`src/rtl/reg_write_arbiter_if.sv`:
```
// reg_write_arbiter_if: request and register-bank write bundle
// for the round-robin register write arbiter.
interface reg_write_arbiter_if #(
    parameter int NUM_REQ  = 4,
    parameter int NUM_REGS = 8,
    parameter int WIDTH    = 32
);
    localparam int AW = $clog2(NUM_REGS);
    localparam int SW = $clog2(NUM_REQ);

    logic [NUM_REQ-1:0]       req_valid;
    logic [NUM_REQ-1:0]       req_lock;
    logic [NUM_REQ*AW-1:0]    req_addr;
    logic [NUM_REQ*WIDTH-1:0] req_data;
    logic [NUM_REQ-1:0]       req_ready;
    logic [NUM_REGS-1:0]      wr_en;
    logic [WIDTH-1:0]         wr_data;
    logic [SW-1:0]            wr_src;
    logic                     err_addr;

    modport master (
        output req_valid, req_lock, req_addr, req_data,
        input  req_ready, wr_en, wr_data, wr_src, err_addr
    );

    modport slave (
        input  req_valid, req_lock, req_addr, req_data,
        output req_ready, wr_en, wr_data, wr_src, err_addr
    );
endinterface

```
`src/rtl/reg_write_arbiter.sv`:
```
// reg_write_arbiter: round-robin write port arbiter with lock bursts.
// Optional REG_ARB_PRIO0_EN gives requester 0 fixed priority in ARB.
module reg_write_arbiter #(
    parameter int NUM_REQ  = 4,
    parameter int NUM_REGS = 8,
    parameter int WIDTH    = 32,
    localparam int AW      = $clog2(NUM_REGS),
    localparam int SW      = $clog2(NUM_REQ)
) (
    input  logic              clk,
    input  logic              rst,
    reg_write_arbiter_if.slave bus
);
    typedef enum logic [0:0] {ARB, LOCK} state_t;

    state_t              state_q, state_d;
    logic [SW-1:0]       ptr_q, ptr_d;
    logic [SW-1:0]       own_q, own_d;
    logic [NUM_REGS-1:0] wr_en_q, wr_en_d;
    logic [WIDTH-1:0]    wr_data_q, wr_data_d;
    logic [SW-1:0]       wr_src_q, wr_src_d;
    logic                err_q, err_d;

    logic [NUM_REQ-1:0]  ready;
    logic [SW-1:0]       sel;
    logic                hit;
    logic                xfer;
    int                  j;
    logic [AW-1:0]       sel_addr;
    logic [WIDTH-1:0]    sel_data;
    logic [NUM_REGS-1:0] dec;

    function automatic logic [SW-1:0] nxt(input logic [SW-1:0] x);
        return (int'(x) == NUM_REQ - 1) ? '0 : x + 1'b1;
    endfunction

    // Grant: owner only in LOCK, else first valid from ptr upward
    always_comb begin
        ready = '0;
        sel   = '0;
        hit   = 1'b0;
        j     = 0;
        if (state_q == LOCK) begin
            ready[own_q] = bus.req_valid[own_q];
            sel          = own_q;
        end else begin
`ifdef REG_ARB_PRIO0_EN
            if (bus.req_valid[0]) begin
                ready[0] = 1'b1;
                hit      = 1'b1;
            end
`endif
            for (int k = 0; k < NUM_REQ; k++) begin
                j = (int'(ptr_q) + k) % NUM_REQ;
                if (!hit && bus.req_valid[j]) begin
                    ready[j] = 1'b1;
                    sel      = SW'(j);
                    hit      = 1'b1;
                end
            end
        end
    end

    assign xfer     = |ready;
    assign sel_addr = bus.req_addr[int'(sel)*AW +: AW];
    assign sel_data = bus.req_data[int'(sel)*WIDTH +: WIDTH];

    // One-hot decode; out-of-range addresses decode to zero
    always_comb begin
        dec = '0;
        for (int r = 0; r < NUM_REGS; r++) begin
            if (sel_addr == AW'(r)) dec[r] = 1'b1;
        end
    end

    // FSM next state plus round-robin pointer and owner updates
    always_comb begin
        state_d = state_q;
        ptr_d   = ptr_q;
        own_d   = own_q;
        unique case (state_q)
            ARB: begin
                if (xfer) begin
                    if (bus.req_lock[sel]) begin
                        state_d = LOCK;
                        own_d   = sel;
                    end else begin
                        ptr_d = nxt(sel);
                    end
                end
            end
            LOCK: begin
                if (!bus.req_valid[own_q] || !bus.req_lock[own_q]) begin
                    state_d = ARB;
                    ptr_d   = nxt(own_q);
                end
            end
            default: state_d = ARB;
        endcase
    end

    // Write strobe/data generation for the register bank
    always_comb begin
        wr_en_d   = '0;
        err_d     = 1'b0;
        wr_data_d = wr_data_q;
        wr_src_d  = wr_src_q;
        if (xfer) begin
            wr_en_d   = dec;
            err_d     = ~|dec;
            wr_data_d = sel_data;
            wr_src_d  = sel;
        end
    end

    // State and output registers
    always_ff @(posedge clk or posedge rst) begin
        if (rst) begin
            state_q   <= ARB;
            ptr_q     <= '0;
            own_q     <= '0;
            wr_en_q   <= '0;
            wr_data_q <= '0;
            wr_src_q  <= '0;
            err_q     <= 1'b0;
        end else begin
            state_q   <= state_d;
            ptr_q     <= ptr_d;
            own_q     <= own_d;
            wr_en_q   <= wr_en_d;
            wr_data_q <= wr_data_d;
            wr_src_q  <= wr_src_d;
            err_q     <= err_d;
        end
    end

    assign bus.req_ready = ready;
    assign bus.wr_en     = wr_en_q;
    assign bus.wr_data   = wr_data_q;
    assign bus.wr_src    = wr_src_q;
    assign bus.err_addr  = err_q;
endmodule

```
`src/flat_wrapper.sv`:
```
// flat-port wrapper written by rule: the top's interface ports become plain ports
module reg_write_arbiter_flat 
#(
    parameter int NUM_REQ  = 4,
    parameter int NUM_REGS = 8,
    parameter int WIDTH    = 32,
    localparam int AW      = $clog2(NUM_REGS),
    localparam int SW      = $clog2(NUM_REQ)
)
  (clk, rst, bus_req_valid, bus_req_lock, bus_req_addr, bus_req_data, bus_req_ready, bus_wr_en, bus_wr_data, bus_wr_src, bus_err_addr);
  reg_write_arbiter_if #(.NUM_REQ(NUM_REQ), .NUM_REGS(NUM_REGS), .WIDTH(WIDTH)) bus_i ();
  input  logic clk;
  input  logic rst;
  input wire logic [$bits(bus_i.req_valid)-1:0] bus_req_valid;
  input wire logic [$bits(bus_i.req_lock)-1:0] bus_req_lock;
  input wire logic [$bits(bus_i.req_addr)-1:0] bus_req_addr;
  input wire logic [$bits(bus_i.req_data)-1:0] bus_req_data;
  output wire logic [$bits(bus_i.req_ready)-1:0] bus_req_ready;
  output wire logic [$bits(bus_i.wr_en)-1:0] bus_wr_en;
  output wire logic [$bits(bus_i.wr_data)-1:0] bus_wr_data;
  output wire logic [$bits(bus_i.wr_src)-1:0] bus_wr_src;
  output wire logic [$bits(bus_i.err_addr)-1:0] bus_err_addr;
  assign bus_i.req_valid = bus_req_valid;
  assign bus_i.req_lock = bus_req_lock;
  assign bus_i.req_addr = bus_req_addr;
  assign bus_i.req_data = bus_req_data;
  assign bus_req_ready = bus_i.req_ready;
  assign bus_wr_en = bus_i.wr_en;
  assign bus_wr_data = bus_i.wr_data;
  assign bus_wr_src = bus_i.wr_src;
  assign bus_err_addr = bus_i.err_addr;
  reg_write_arbiter #(.NUM_REQ(NUM_REQ), .NUM_REGS(NUM_REGS), .WIDTH(WIDTH)) u_core (.clk(clk), .rst(rst), .bus(bus_i));
endmodule
```
`config.mk`:
```
export PLATFORM = sky130hd
export DESIGN_NAME = reg_write_arbiter_flat
export DESIGN_NICKNAME = d
export VERILOG_FILES = /design/src/rtl/reg_write_arbiter_if.sv /design/src/rtl/reg_write_arbiter.sv /design/src/flat_wrapper.sv
export SDC_FILE = /design/constraint.sdc
export NUM_CORES = 1
export LEC_CHECK = 0
export ABC_AREA = 1
export ABC_CLOCK_PERIOD_IN_PS = 2300
export BUFFER_PORTS_ARGS = -buffer_cell sky130_fd_sc_hd__buf_2
export CORE_MARGIN = 3
export CORE_UTILIZATION = 42
export CTS_CLUSTER_SIZE = 12
export DETAILED_ROUTE_END_ITERATION = 8
export PLACE_DENSITY_LB_ADDON = 0.25
export SYNTH_ARGS = -nofsm -noshare
export SYNTH_HDL_FRONTEND = slang
export SYNTH_SLANG_ARGS = --single-unit
```
`constraint.sdc`:
```
create_clock -name clk -period 2.3 [get_ports clk]
set_input_delay 0.23 -clock clk [delete_from_list [all_inputs] [get_ports clk]]
set_output_delay 0.23 -clock clk [all_outputs]
set_load 0.01 [all_outputs]
```
Word-level counts from Yosys, hierarchy flattened
Index checks and enable logic that the tools add are counted.
{"block": "totals", "regBits": 48, "latch_bits": 0, "mem_bits_rw": 0, "mem_bits_ro": 0, "inputBits": 150, "out_inout_bits": 47, "word_cells": 135, "n_memories": 0}
{"block": "classes", "addsub": 5, "multipliers": 1, "div": 0, "magnitude_cmp": 11, "n_eq_ne": 12, "n_shift": 2, "muxes": 66, "n_bitwise": 8, "reduce_logical": 23}
{"cell": "indexed part select 128 x 8 -> 32 bit", "count": 1}
{"cell": "two-way mux 1 bit", "count": 33}
{"cell": "two-way mux 4 bit", "count": 8}
{"cell": "indexed part select 12 x 32 -> 3 bit", "count": 1}
{"cell": "two-way mux 2 bit", "count": 10}
{"cell": "binary-select mux 1 bit (select 2 bit)", "count": 7}
{"cell": "equality test 3 bit, second input constant", "count": 4}
{"cell": "< comparator 3 x 4 -> 1 bit, second input constant", "count": 3}
{"cell": "bitwise OR 4 bit", "count": 3}
{"cell": "demux 1 bit (select 2 bit)", "count": 5}
{"cell": ">= comparator 3 x 1 -> 1 bit, second input constant", "count": 3}
{"cell": "< comparator 2 x 3 -> 1 bit, second input constant", "count": 3}
{"cell": "logical AND 1 bit", "count": 8}
{"cell": "two-way mux 8 bit", "count": 1}
{"cell": "OR reduction 8 bit", "count": 1}
{"cell": "adder 2 x 1 -> 2 bit, second input constant", "count": 3}
{"cell": "equality test 3 x 2 -> 1 bit, second input constant", "count": 2}
{"cell": "zero test 1 bit", "count": 6}
{"cell": "AND reduction 3 bit", "count": 2}
{"cell": "OR reduction 2 bit", "count": 3}
{"cell": "adder 2 bit, second input constant", "count": 2}
{"cell": "AND 4 bit", "count": 1}
{"cell": "equality test 2 x 1 -> 1 bit, second input constant", "count": 2}
{"cell": ">= comparator 2 x 1 -> 1 bit, second input constant", "count": 2}
{"cell": "11 further kinds", "count": 14}

Depth between registers and ports, before layout
Gate-level depths: netlist of the first run.
{"block": "depth", "ltp_word": 24, "depth_mapped": 19, "mapped_depth_nobuf": 18}

Worst setup path after synthesis of the first run
No wires, ideal clock.
{"block": "synth_timing", "kind": "register -> register", "start": "register u_core.ptr_q[0]", "end": "register u_core.wr_data_q[26] (netlist: u_core.bus.wr_data[26])", "setup_ns": 0.082, "arrival_ns": 2.288, "t_required_ns": 2.218, "path_slack_ns": -0.070, "path_stages_with_launch": 17, "n_path_buf": 3, "period_less_slack_ns": 2.370, "cell_sequence": "dfrtp_1 buf_6 inv_6 ha_1 inv_1 nand3_1 nand2_1 nor2_4 a21boi_1 nand3_1 nand2_1 nand2_1 nor2_4 nand2_2 buf_6 buf_4 a31oi_1"}
{"block": "synth_between", "elab_chain_cells": 17, "word_cells_on_any_way": 70, "cone_classes": "add/sub: 3; order compare: 8; shift: 1; mux: 38; bitwise: 6; reduce/logical: 14"}
{"element": "from (decl)", "line": "reg_write_arbiter.sv:17", "rtl": "logic [SW-1:0] ptr_q, ptr_d;"}
{"element": "from (signal assigned)", "line": "reg_write_arbiter.sv:128", "rtl": "ptr_q <= ptr_d;"}
{"element": "adder 2 x 1 -> 2 bit / binary-select mux 1 bit (select 2 bit) (equally long branches)", "line": "reg_write_arbiter.sv:54, reg_write_arbiter.sv:55"}
{"element": "OR reduction 2 bit (no source line) / two-way mux 1 bit (equally long branches)"}
{"element": "AND 1 bit (no source line) / two-way mux 1 bit (equally long branches)"}
{"element": "< comparator 3 x 4 -> 1 bit (not written as such), or another cell as far along", "line": "reg_write_arbiter.sv:56", "rtl": "ready[j] = 1'b1;"}
{"element": "logical AND 1 bit (not written as such) / zero test 1 bit (equally long branches)", "line": "reg_write_arbiter.sv:56, reg_write_arbiter.sv:55"}
{"element": "two-way mux 1 bit (not written as such) / logical AND 1 bit (equally long branches)", "line": "reg_write_arbiter.sv:56, reg_write_arbiter.sv:55"}
{"element": "demux 1 bit (select 2 bit) / two-way mux 1 bit (equally long branches)"}
{"element": "bitwise OR 4 bit (no source line) / two-way mux 1 bit (equally long branches)"}
{"element": "[2 not listed]"}
{"element": "bitwise OR 4 bit (no source line) / two-way mux 1 bit (equally long branches)"}
{"element": "two-way mux 4 bit / two-way mux 1 bit (equally long branches)", "line": "reg_write_arbiter.sv:55, reg_write_arbiter.sv:43"}
{"element": "two-way mux 4 bit / zero test 1 bit (equally long branches)", "line": "reg_write_arbiter.sv:43, reg_write_arbiter.sv:55"}
{"element": "bitwise OR 4 bit (no source line) / logical AND 1 bit (equally long branches)"}
{"element": "two-way mux 4 bit *", "line": "reg_write_arbiter.sv:55", "rtl": "if (!hit && bus.req_valid[j]) begin"}
{"element": "two-way mux 4 bit *", "line": "reg_write_arbiter.sv:43", "rtl": "if (state_q == LOCK) begin"}
{"element": "via bus_req_ready[1]", "line": "flat_wrapper.sv:18", "rtl": "output wire logic [$bits(bus_i.req_ready)-1:0] bus_req_ready;"}
{"element": "OR reduction 4 bit *", "line": "reg_write_arbiter.sv:64", "rtl": "assign xfer = |ready;"}
{"element": "to (signal assigned)", "line": "reg_write_arbiter.sv:131", "rtl": "wr_data_q <= wr_data_d;"}
{"element": "to (decl)", "line": "reg_write_arbiter.sv:20", "rtl": "logic [WIDTH-1:0] wr_data_q, wr_data_d;"}
The timed path passes the listed nets; every way through them passes the cells marked *. The select of a mux whose other input is x is not followed.
A chain may end at the register's enable or synchronous reset.

Final worst setup path of the first run
{"block": "layout_timing", "start": "register u_core.ptr_q[0]", "end": "register u_core.wr_data_q[0] (netlist: u_core.bus.wr_data[0])"}
{"block": "layout_between", "elab_chain_cells": 17, "word_cells_on_any_way": 70, "cone_classes": "add/sub: 3; order compare: 8; shift: 1; mux: 38; bitwise: 6; reduce/logical: 14"}
{"element": "branches (longest 17 deep; another with adder 2 x 1 -> 2 bit)"}
Several ways; the timed one is not identified. The select of a mux whose other input is x is not followed.

==> flow_summary.json, run 1 <==
{
  "ys_seq_elements": 48,
  "grt_max_degree": 49,
  "worstMarginPinSlew_ps": 608,
  "fin_crit_ps": 2380,
  "critPathKind": "flip-flop to flip-flop",
  "maxSlewViolCount": 0,
  "synth_cells": 538,
  "r2r-start": "u_core.ptr_q[0]",
  "cp_max_fo": 23,
  "antenna_found_initial": 0,
  "vias": 4397,
  "core-area_sq_mm": 0.00846,
  "grt_util_met2": 0.405,
  "worst_path_largest_cell_delay_ps": 440,
  "htreeDepth": 2,
  "finalSetupTns_ps": -1380,
  "grt_pass1_vias": 4003,
  "drt-total-wl_um": 13300,
  "utilization": 0.685,
  "worstPathArrival_ps": 2600,
  "final_nets": 918,
  "start_util": 0.444,
  "path_clk_slew_ps": 100,
  "worstRegToRegCells": 15,
  "status": "complete, but fails checks",
  "cts_max_path_buffers": 2,
  "timing.fmax_mhz": 420,
  "ioPinCount": 197,
  "fill_cells": 714,
  "hold_viol": 0,
  "groute.usage.overall": 0.227,
  "cp_num_buf_inv": 4,
  "syn_nets": 699,
  "insertion_delay_ps": 300,
  "dp_slack_ps": -39.0,
  "avgRoutedWirePerCell_um": 15.4,
  "hold_path_class": "primary input to asynchronous set/reset pin",
  "end_kind": "flip-flop",
  "gp_congestion": 0.915,
  "yosys_warnings": 0,
  "grt.busiest_layer": "met2",
  "portBuffers": 196,
  "cts.sinks": 48,
  "synth_edf_count": 0,
  "die_area_sq_mm": 0.0101,
  "failed_checks": "negative setup slack",
  "avgSynthCellArea_sq_um": 6.99,
  "synth_area_sq_mm": 0.00376,
  "yosysSeqAreaShare": 0.319,
  "required_ps": 2520,
  "drive_gt1_frac": 0.459,
  "relSlewSlack": 0.595,
  "setup_ws_ps": -82.8,
  "gr-total-overflow": 0,
  "timing.final.crit_share": 1.04,
  "crit_family": "simple AND/OR/NAND/NOR gates",
  "regArea_sq_mm": 0.00120,
  "hpwlAfterDp_um": 9560,
  "startpoint_type": "flip-flop",
  "cts_buffers": 5,
  "reg2reg_slack_ps": -80,
  "drc": 0,
  "die_h_um": 101,
  "drtAntennaViolNets": 0,
  "rows": 33,
  "clockRootBuffer": "clkbuf_8",
  "avgViaCountPerCell": 5.10,
  "cts_tree": "done",
  "antennaDiodeCount": 0,
  "cp_slowest_cell": "dfrtp_1",
  "synth_flop_cell": "dfrtp_1",
  "path_cells": "inv_6, ha_4, inv_4, nand3_2, nand2_2, nor2_4, buf_4, a21boi_2, nand3_2, nand2_2, nand2_4, nor2_4, nand2_4, clkbuf_16, a31oi_1",
  "area_growth_pct": 54.1,
  "rsz0062_at_grt": "true",
  "multi_input_area_sq_mm": 0.00238,
  "maxCapViolations": 0,
  "use_met1": 0.282,
  "r2r-end": "u_core.bus.wr_data[0]",
  "synthDistinctLibCells": 36,
  "die_w_um": 101,
  "setup_viol": 39,
  "use_met3": 0.0415,
  "skew_ps": 11.7,
  "first_iter_violations": 141,
  "grt_pass1_wl_um": 18600,
  "dr.pass1.iters": 4,
  "fin_hold_ws_ps": 71.4,
  "synth-async-reset-ratio": 1.00
}
-- area by class of cell --
class                      count  share of cell area
timing repair buffer         243               0.289
tap                          105              0.0227
multi-input combinational    383               0.410
clock buffer                   6              0.0125
clock inverter                 2             0.00605
inverter                      76              0.0518
sequential                    48               0.207
-- cells in the final DEF, fill, tap and decap left out, types with 2 or more instances in the layout --
cell type  synthesis  final
buf_2             12    192
inv_1             71     69
a21oi_1           59     51
clkbuf_8           0      5
buf_8              0      6
nor2_2             0      9
nor2_4             3      5
o21ai_2            0      2
nand3_1           32     18
inv_2              4      4
nor2_1            48     38
o21ai_0           34     26
nand4_1            6      6
a21oi_2            6     14
ha_1              11      9
dfrtp_1           48     48
nand2_4            3     11
nand2_8            1      2
nand3b_1           2      2
buf_6             10     11
o22ai_1            4      4
a31oi_1           28     28
clkbuf_16          0      5
nand2_1           79     58
nand3_4            1      4
nand3_2            2     13
nand2_2           10     22
o21ai_1           43     48
buf_12             0     11
buf_4              4     17
-- cell usage after synthesis (2+ instances only) --
| master | count | area (sq um) |
|---|---|---|
| nand2_1 | 79 | 297 |
| inv_1 | 71 | 267 |
| a21oi_1 | 59 | 295 |
| dfrtp_1 | 48 | 1200 |
| nor2_1 | 48 | 180 |
| o21ai_1 | 43 | 215 |
| o21ai_0 | 34 | 170 |
| nand3_1 | 32 | 160 |
| a31oi_1 | 28 | 175 |
| buf_2 | 12 | 60.1 |
| ha_1 | 11 | 138 |
| buf_6 | 10 | 113 |
| nand2_2 | 10 | 62.6 |
| a21oi_2 | 6 | 52.6 |
| nand4_1 | 6 | 37.5 |
| buf_4 | 4 | 30.0 |
| clkbuf_1 | 4 | 15.0 |
| inv_2 | 4 | 15.0 |
| o22ai_1 | 4 | 25.0 |
| nand2_4 | 3 | 33.8 |
| nor2_4 | 3 | 33.8 |
| a21boi_1 | 2 | 15.0 |
| buf_1 | 2 | 7.51 |
| nand3_2 | 2 | 20.0 |
| nand3b_1 | 2 | 15.0 |
-- worst max path at each step --
| stage | end | cells past startpoint | startpoint | slack (ps) |
|---|---|---|---|---|
| 6_report | u_core.bus.wr_data[0] | 15 | u_core.ptr_q[0] | -80 |
| 3_5_place_dp | u_core.bus.wr_data[23] | 15 | u_core.ptr_q[0] | -40 |
| 2_1_floorplan | u_core.bus.wr_data[14] | 15 | u_core.ptr_q[1] | 30 |
| 3_3_place_gp | u_core.bus.wr_data[3] | 13 | u_core.ptr_q[0] | -0.7 |
| 4_1_cts | u_core.bus.wr_data[23] | 15 | u_core.ptr_q[0] | -30 |
| 5_1_grt | u_core.bus.wr_data[6] | 16 | u_core.ptr_q[0] | -240 |
-- flip-flops by register name, indices dropped and copies added (netlist names) --
name and cells:
u_core.own_q 2, u_core.bus.wr_src 2, u_core.bus.wr_data 32, u_core.bus.wr_en 8, u_core.ptr_q 2, u_core.state_q 1
u_core.bus.err_addr 1
-- per-layer routing --
layer / share of wire / wire (um)
met3: 0.063 / 831
met2: 0.52 / 6890
met1: 0.40 / 5370
met5: 0 / 0
met4: 0.015 / 196
-- stage by stage --
step                      cells  area [sq um]
final                       863          5790
after global routing        863          5790
after CTS                   844          5140
after detailed placement    835          4980
after global placement      835          4980
after floorplan             538          3780
-- repair_timing --
action,CTS,global route
gates cloned,1,6
pin swaps,1,27
gates resized for setup,5,111
setup endpoints to repair,35,51
setup buffers,0,13
hold buffers,0,0
-- tightest hold or removal path, delay by kind of cell --
family / cells / cell delay [ps]
buf+inv: 3 / 620
-- logic make-up after synthesis --
| kind of cell | after synthesis | share of synthesized area |
|---|---|---|
| simple gates | 190 | 0.245 |
| compound gates | 180 | 0.261 |
| buf+inv | 108 | 0.137 |
| other cells | 1 | 0.000997 |
| flops | 48 | 0.319 |
| fa+ha+maj | 11 | 0.0366 |
Power of run 1 is not shown: default switching activity piles up to over one toggle a cycle in this logic, so the estimate is an artifact.
==> run 2: changes to the inputs <==
PLACE_DENSITY_LB_ADDON = 0.3   (was 0.25)
REMOVE_ABC_BUFFERS = 1   (was default)
==> flow_summary.json, run 2 (synthesis results as in run 1) <==
{
  "status": "complete, but fails checks",
  "failed_checks": "negative setup slack",
  "dr.pass1.iters": 5,
  "rows": 33,
  "maxSlewViolCount": 0,
  "maxCapViolations": 0,
  "antenna_found_initial": 0,
  "final_nets": 924,
  "placed_cell_area_sq_mm": 0.00500,
  "hold_viol": 0,
  "grt_pass1_vias": 4389,
  "r2r-end": "u_core.own_q[1]",
  "largest_reg_flops": 32,
  "worst_path_largest_cell_delay_ps": 430,
  "end_kind": "flip-flop",
  "die_w_um": 101,
  "core-area_sq_mm": 0.00846,
  "hold_path_class": "primary input to flip-flop",
  "portBuffers": 196,
  "gr-total-overflow": 0,
  "start_util": 0.444,
  "setup_ws_ps": -84.3,
  "groute.usage.overall": 0.246,
  "drt-total-wl_um": 13100,
  "gp_congestion": 0.953,
  "timing.fmax_mhz": 419,
  "cp_max_fo": 7,
  "cts_tree": "done",
  "insertion_delay_ps": 300,
  "final_common_cell": "buf_2",
  "r2r-start": "u_core.ptr_q[0]",
  "worstRegToRegCells": 18,
  "path_clk_slew_ps": 100,
  "skew_ps": 18.9,
  "antennaDiodeCount": 0,
  "drive_gt1_frac": 0.450,
  "fin_crit_ps": 2380,
  "avgRoutedWirePerCell_um": 15.0,
  "holdPathStages": 3,
  "reg2reg_slack_ps": -80,
  "timing.final.crit_share": 1.04,
  "area_growth_pct": 49.5,
  "die_h_um": 101,
  "fill_cells": 735,
  "clockRootBuffer": "clkbuf_8",
  "crit_start": "u_core.ptr_q[0]",
  "fin_area_sq_mm": 0.00562,
  "die_area_sq_mm": 0.0101,
  "path_cells": "inv_6, buf_8, nand2_1, nand2_2, nand2_4, nand2_8, nor2_8, nand4_4, nand3_4, nand2_8, buf_12, buf_8, nand2_2, nand3_1, nand2_2, nand3_2, nand2_1, o21ai_1",
  "final_cell_mix": "197 x buf_2, 69 x inv_1, 65 x nand2_1, 56 x a21oi_1, 47 x dfrtp_1",
  "grt_max_degree": 34,
  "drtAntennaViolNets": 0,
  "multi_input_area_sq_mm": 0.00233,
  "first_iter_violations": 193,
  "vias": 4557,
  "hpwlAfterDp_um": 9700,
  "dp_slack_ps": -121,
  "worstPathArrival_ps": 2560,
  "htreeDepth": 2,
  "regArea_sq_mm": 0.00120,
  "avgViaCountPerCell": 5.24,
  "startpoint_type": "flip-flop",
  "critPathKind": "flip-flop to flip-flop",
  "cts.sinks": 48,
  "required_ps": 2470,
  "ioPinCount": 197,
  "cts_buffers": 5,
  "rsz0062_at_grt": "true",
  "setup_viol": 27,
  "cp_common_cell": "nand2_2",
  "cp_slowest_cell": "dfrtp_2",
  "cts_max_path_buffers": 2,
  "grt_pass1_wl_um": 20300,
  "critPathCapture": "u_core.own_q[1]",
  "drc": 0
}
run 2: cell count changes in the layout (fill, tap and decap cells not counted), sizes merged:
cell         change
buf              +7
clkbuf           -5
bufbuf           +2
bufinv           -1
dlygate4sd3      +1
inv              +1
nand2            +1
run 2: per-layer routing:
metal / up-vias / share of wire / GRT usage
li1: 2237 / - / -
met1: 2060 / 0.38 / 0.303
met2: 225 / 0.51 / 0.431
met3: 35 / 0.077 / 0.0422
met5: - / 0 / 0
met4: 0 / 0.027 / 0.0850
run 2: how the worst min path moves through the flow:
stage / slack (ps) / from / end
floorplan: 430 / bus_req_data[106] / u_core.bus.wr_data[10]
global placement: 210 / rst / u_core.bus.wr_data[20]
detailed placement: 220 / rst / u_core.bus.wr_data[20]
CTS: 210 / bus_req_data[116] / u_core.bus.wr_data[20]
global route: 230 / bus_req_data[103] / u_core.bus.wr_data[7]
finish: 210 / bus_req_data[106] / u_core.bus.wr_data[10]
run 2: through the flow:
step / hold WS, ps / util / setup TNS (ps) / instances
after global routing: 226 / 0.664 / -6640 / 869
after CTS: 212 / 0.644 / -21.0 / 865
after global placement: 210 / 0.591 / -72.2 / 842
after floorplan: 430 / - / -29870 / 506
final: 214 / 0.664 / -887 / 869
after detailed placement: 215 / 0.591 / -3090 / 842
run 2: worst max-delay path: cells and delay by family (launching register included):
kind | cells | cell delay (ps)
flops | 1 | 430
compound gates | 1 | 60
simple gates | 13 | 1260
buf+inv | 4 | 480
run 2: final cells by class:
class / instances / share of cell area
Sequential cell: 48 / 0.214
Timing Repair Buffer: 248 / 0.277
Multi-Input combinational cell: 384 / 0.415
Clock buffer: 6 / 0.0147
Clock inverter: 2 / 0.00245
Tap cell: 105 / 0.0234
Inverter: 76 / 0.0530
run 2: what timing repair did:
item / 4_1_cts / 5_1_grt
pin swaps: 23 / 11
resized for setup: 45 / 41
setup endpoints to repair: 49 / 50
setup buffers: 9 / 4
hold endpoints to repair: 15 / 0
gates cloned: 5 / 0
hold buffers: 1 / 0
Power of run 2 is left out for the same reason.
==> run 3: changes to the inputs <==
ABC_CLOCK_PERIOD_IN_PS = 2770   (was 2300)
CORE_UTILIZATION = 50   (was 42)
clock period = 2.77 ns   (was 2.3 ns; I/O delays follow)
==> flow_summary.json, run 3 (synthesis results as in run 1) <==
{
  "status": "completed",
  "path_clk_slew_ps": 90,
  "insertion_delay_ps": 300,
  "drt-total-wl_um": 11800,
  "final_cell_mix": "196 x buf_2, 79 x nand2_1, 70 x inv_1, 59 x a21oi_1",
  "drive_gt1_frac": 0.356,
  "avgRoutedWirePerCell_um": 14.4,
  "fin_crit_ps": 2560,
  "drc": 0,
  "cts_max_path_buffers": 2,
  "grt_pass1_vias": 3915,
  "final_nets": 888,
  "gr-total-overflow": 0,
  "postCtsHoldBufs": 0,
  "startpoint_type": "flip-flop",
  "worst_path_largest_cell_delay_ps": 430,
  "crit_family": "simple AND/OR/NAND/NOR gates",
  "fill_cells": 616,
  "cts_buffers": 5,
  "die_w_um": 92.7,
  "setup_viol": 0,
  "htreeDepth": 2,
  "worstPathArrival_ps": 2730,
  "cp_max_fo": 25,
  "clockRootBuffer": "clkbuf_8",
  "start_util": 0.533,
  "drtAntennaViolNets": 0,
  "hpwlAfterDp_um": 9230,
  "maxCapViolations": 0,
  "path_cells": "inv_6, ha_1, inv_1, nand3_1, nand2_1, o21ai_0, nand3_1, nand3_4, nand2_8, buf_4, clkbuf_16, o21ai_0, a31oi_1",
  "first_iter_violations": 381,
  "relSlewSlack": 0.333,
  "timing.fmax_mhz": 390,
  "fin_hold_ws_ps": 201,
  "largest_reg_flops": 32,
  "timing.final.crit_share": 0.925,
  "antennaDiodeCount": 0,
  "maxSlewViolCount": 0,
  "hold_viol": 0,
  "critPathKind": "flip-flop to flip-flop",
  "groute.usage.overall": 0.257,
  "hold_path_class": "primary input to asynchronous set/reset pin",
  "antenna_found_initial": 0,
  "r2r-start": "u_core.ptr_q[0]",
  "die_h_um": 92.7,
  "multi_input_area_sq_mm": 0.00207,
  "gp_congestion": 0.958,
  "cts_tree": "done",
  "die_area_sq_mm": 0.00860,
  "portBuffers": 196,
  "area_growth_pct": 31.9,
  "crit_start": "u_core.ptr_q[0]",
  "worstMarginPinSlew_ps": 999,
  "end_kind": "flip-flop",
  "vias": 4347,
  "grt_max_degree": 51,
  "regArea_sq_mm": 0.00120,
  "core-area_sq_mm": 0.00706,
  "dr.pass1.iters": 5,
  "final_common_cell": "buf_2",
  "grt_pass1_wl_um": 18000,
  "avgViaCountPerCell": 5.28,
  "skew_ps": 3.87,
  "cp_slowest_cell": "dfrtp_1",
  "required_ps": 2940,
  "cp_num_buf_inv": 4,
  "ioPinCount": 197,
  "cts.sinks": 48,
  "rows": 30
}
[run 3: changes by cell type in the layout (fill, tap and decap cells not counted), moves of 8 or more]
cell	change
buf_4	-20
nand2_1	+14
nand3_1	+11
nand3_2	-10
nor2_1	+10
nor2_2	-10
nand2_2	-8
[run 3: through the flow]
| step | cell area (sq um) | cells | TNS (ps) | setup WS, ps | utilization |
|---|---|---|---|---|---|
| 2_1_floorplan | 3530 | 506 | -7810 | -464 | - |
| 3_3_place_gp | 4780 | 811 | 0 | 209 | 0.677 |
| 3_5_place_dp | 4780 | 811 | 0 | 123 | 0.677 |
| 4_1_cts | 4860 | 818 | 0 | 111 | 0.689 |
| 5_1_grt | 4960 | 823 | -66.8 | -19.4 | 0.703 |
| 6_report | 4960 | 823 | 0 | 208 | 0.703 |
[run 3: area by class of cell]
cell class                 instances  area share
inverter                          76      0.0590
sequential                        48       0.242
tap                               96      0.0242
multi-input combinational        382       0.418
clock inverter                     2     0.00252
clock buffer                       5      0.0139
timing repair buffer             214       0.240
[run 3: worst paths after layout]
path                       slack, ps  cells past startpoint                     end
min reg2reg                      550                      2    u_core.bus.wr_src[0]
max in group asynchronous       1950                      2  u_core.bus.wr_data[17]
max                              210                     13  u_core.bus.wr_data[31]
min                              200                      2  u_core.bus.wr_data[26]
min in group clk                 260                      3  u_core.bus.wr_data[12]
max reg2reg                      210                     13  u_core.bus.wr_data[31]
[run 3: what timing repair did]
item	4_1_cts	5_1_grt
endpoints found under the setup margin	0	45
buffers inserted	0	4
resized for setup	0	10
[run 3: routing by layer]
layer  track usage  up-vias  share of wire
li1              -     2173              -
met1         0.329     1959           0.40
met2         0.458      201           0.51
met3        0.0422       14          0.078
met4        0.0549        0          0.014
met5             0        -              0
Power of run 3 is left out for the same reason.
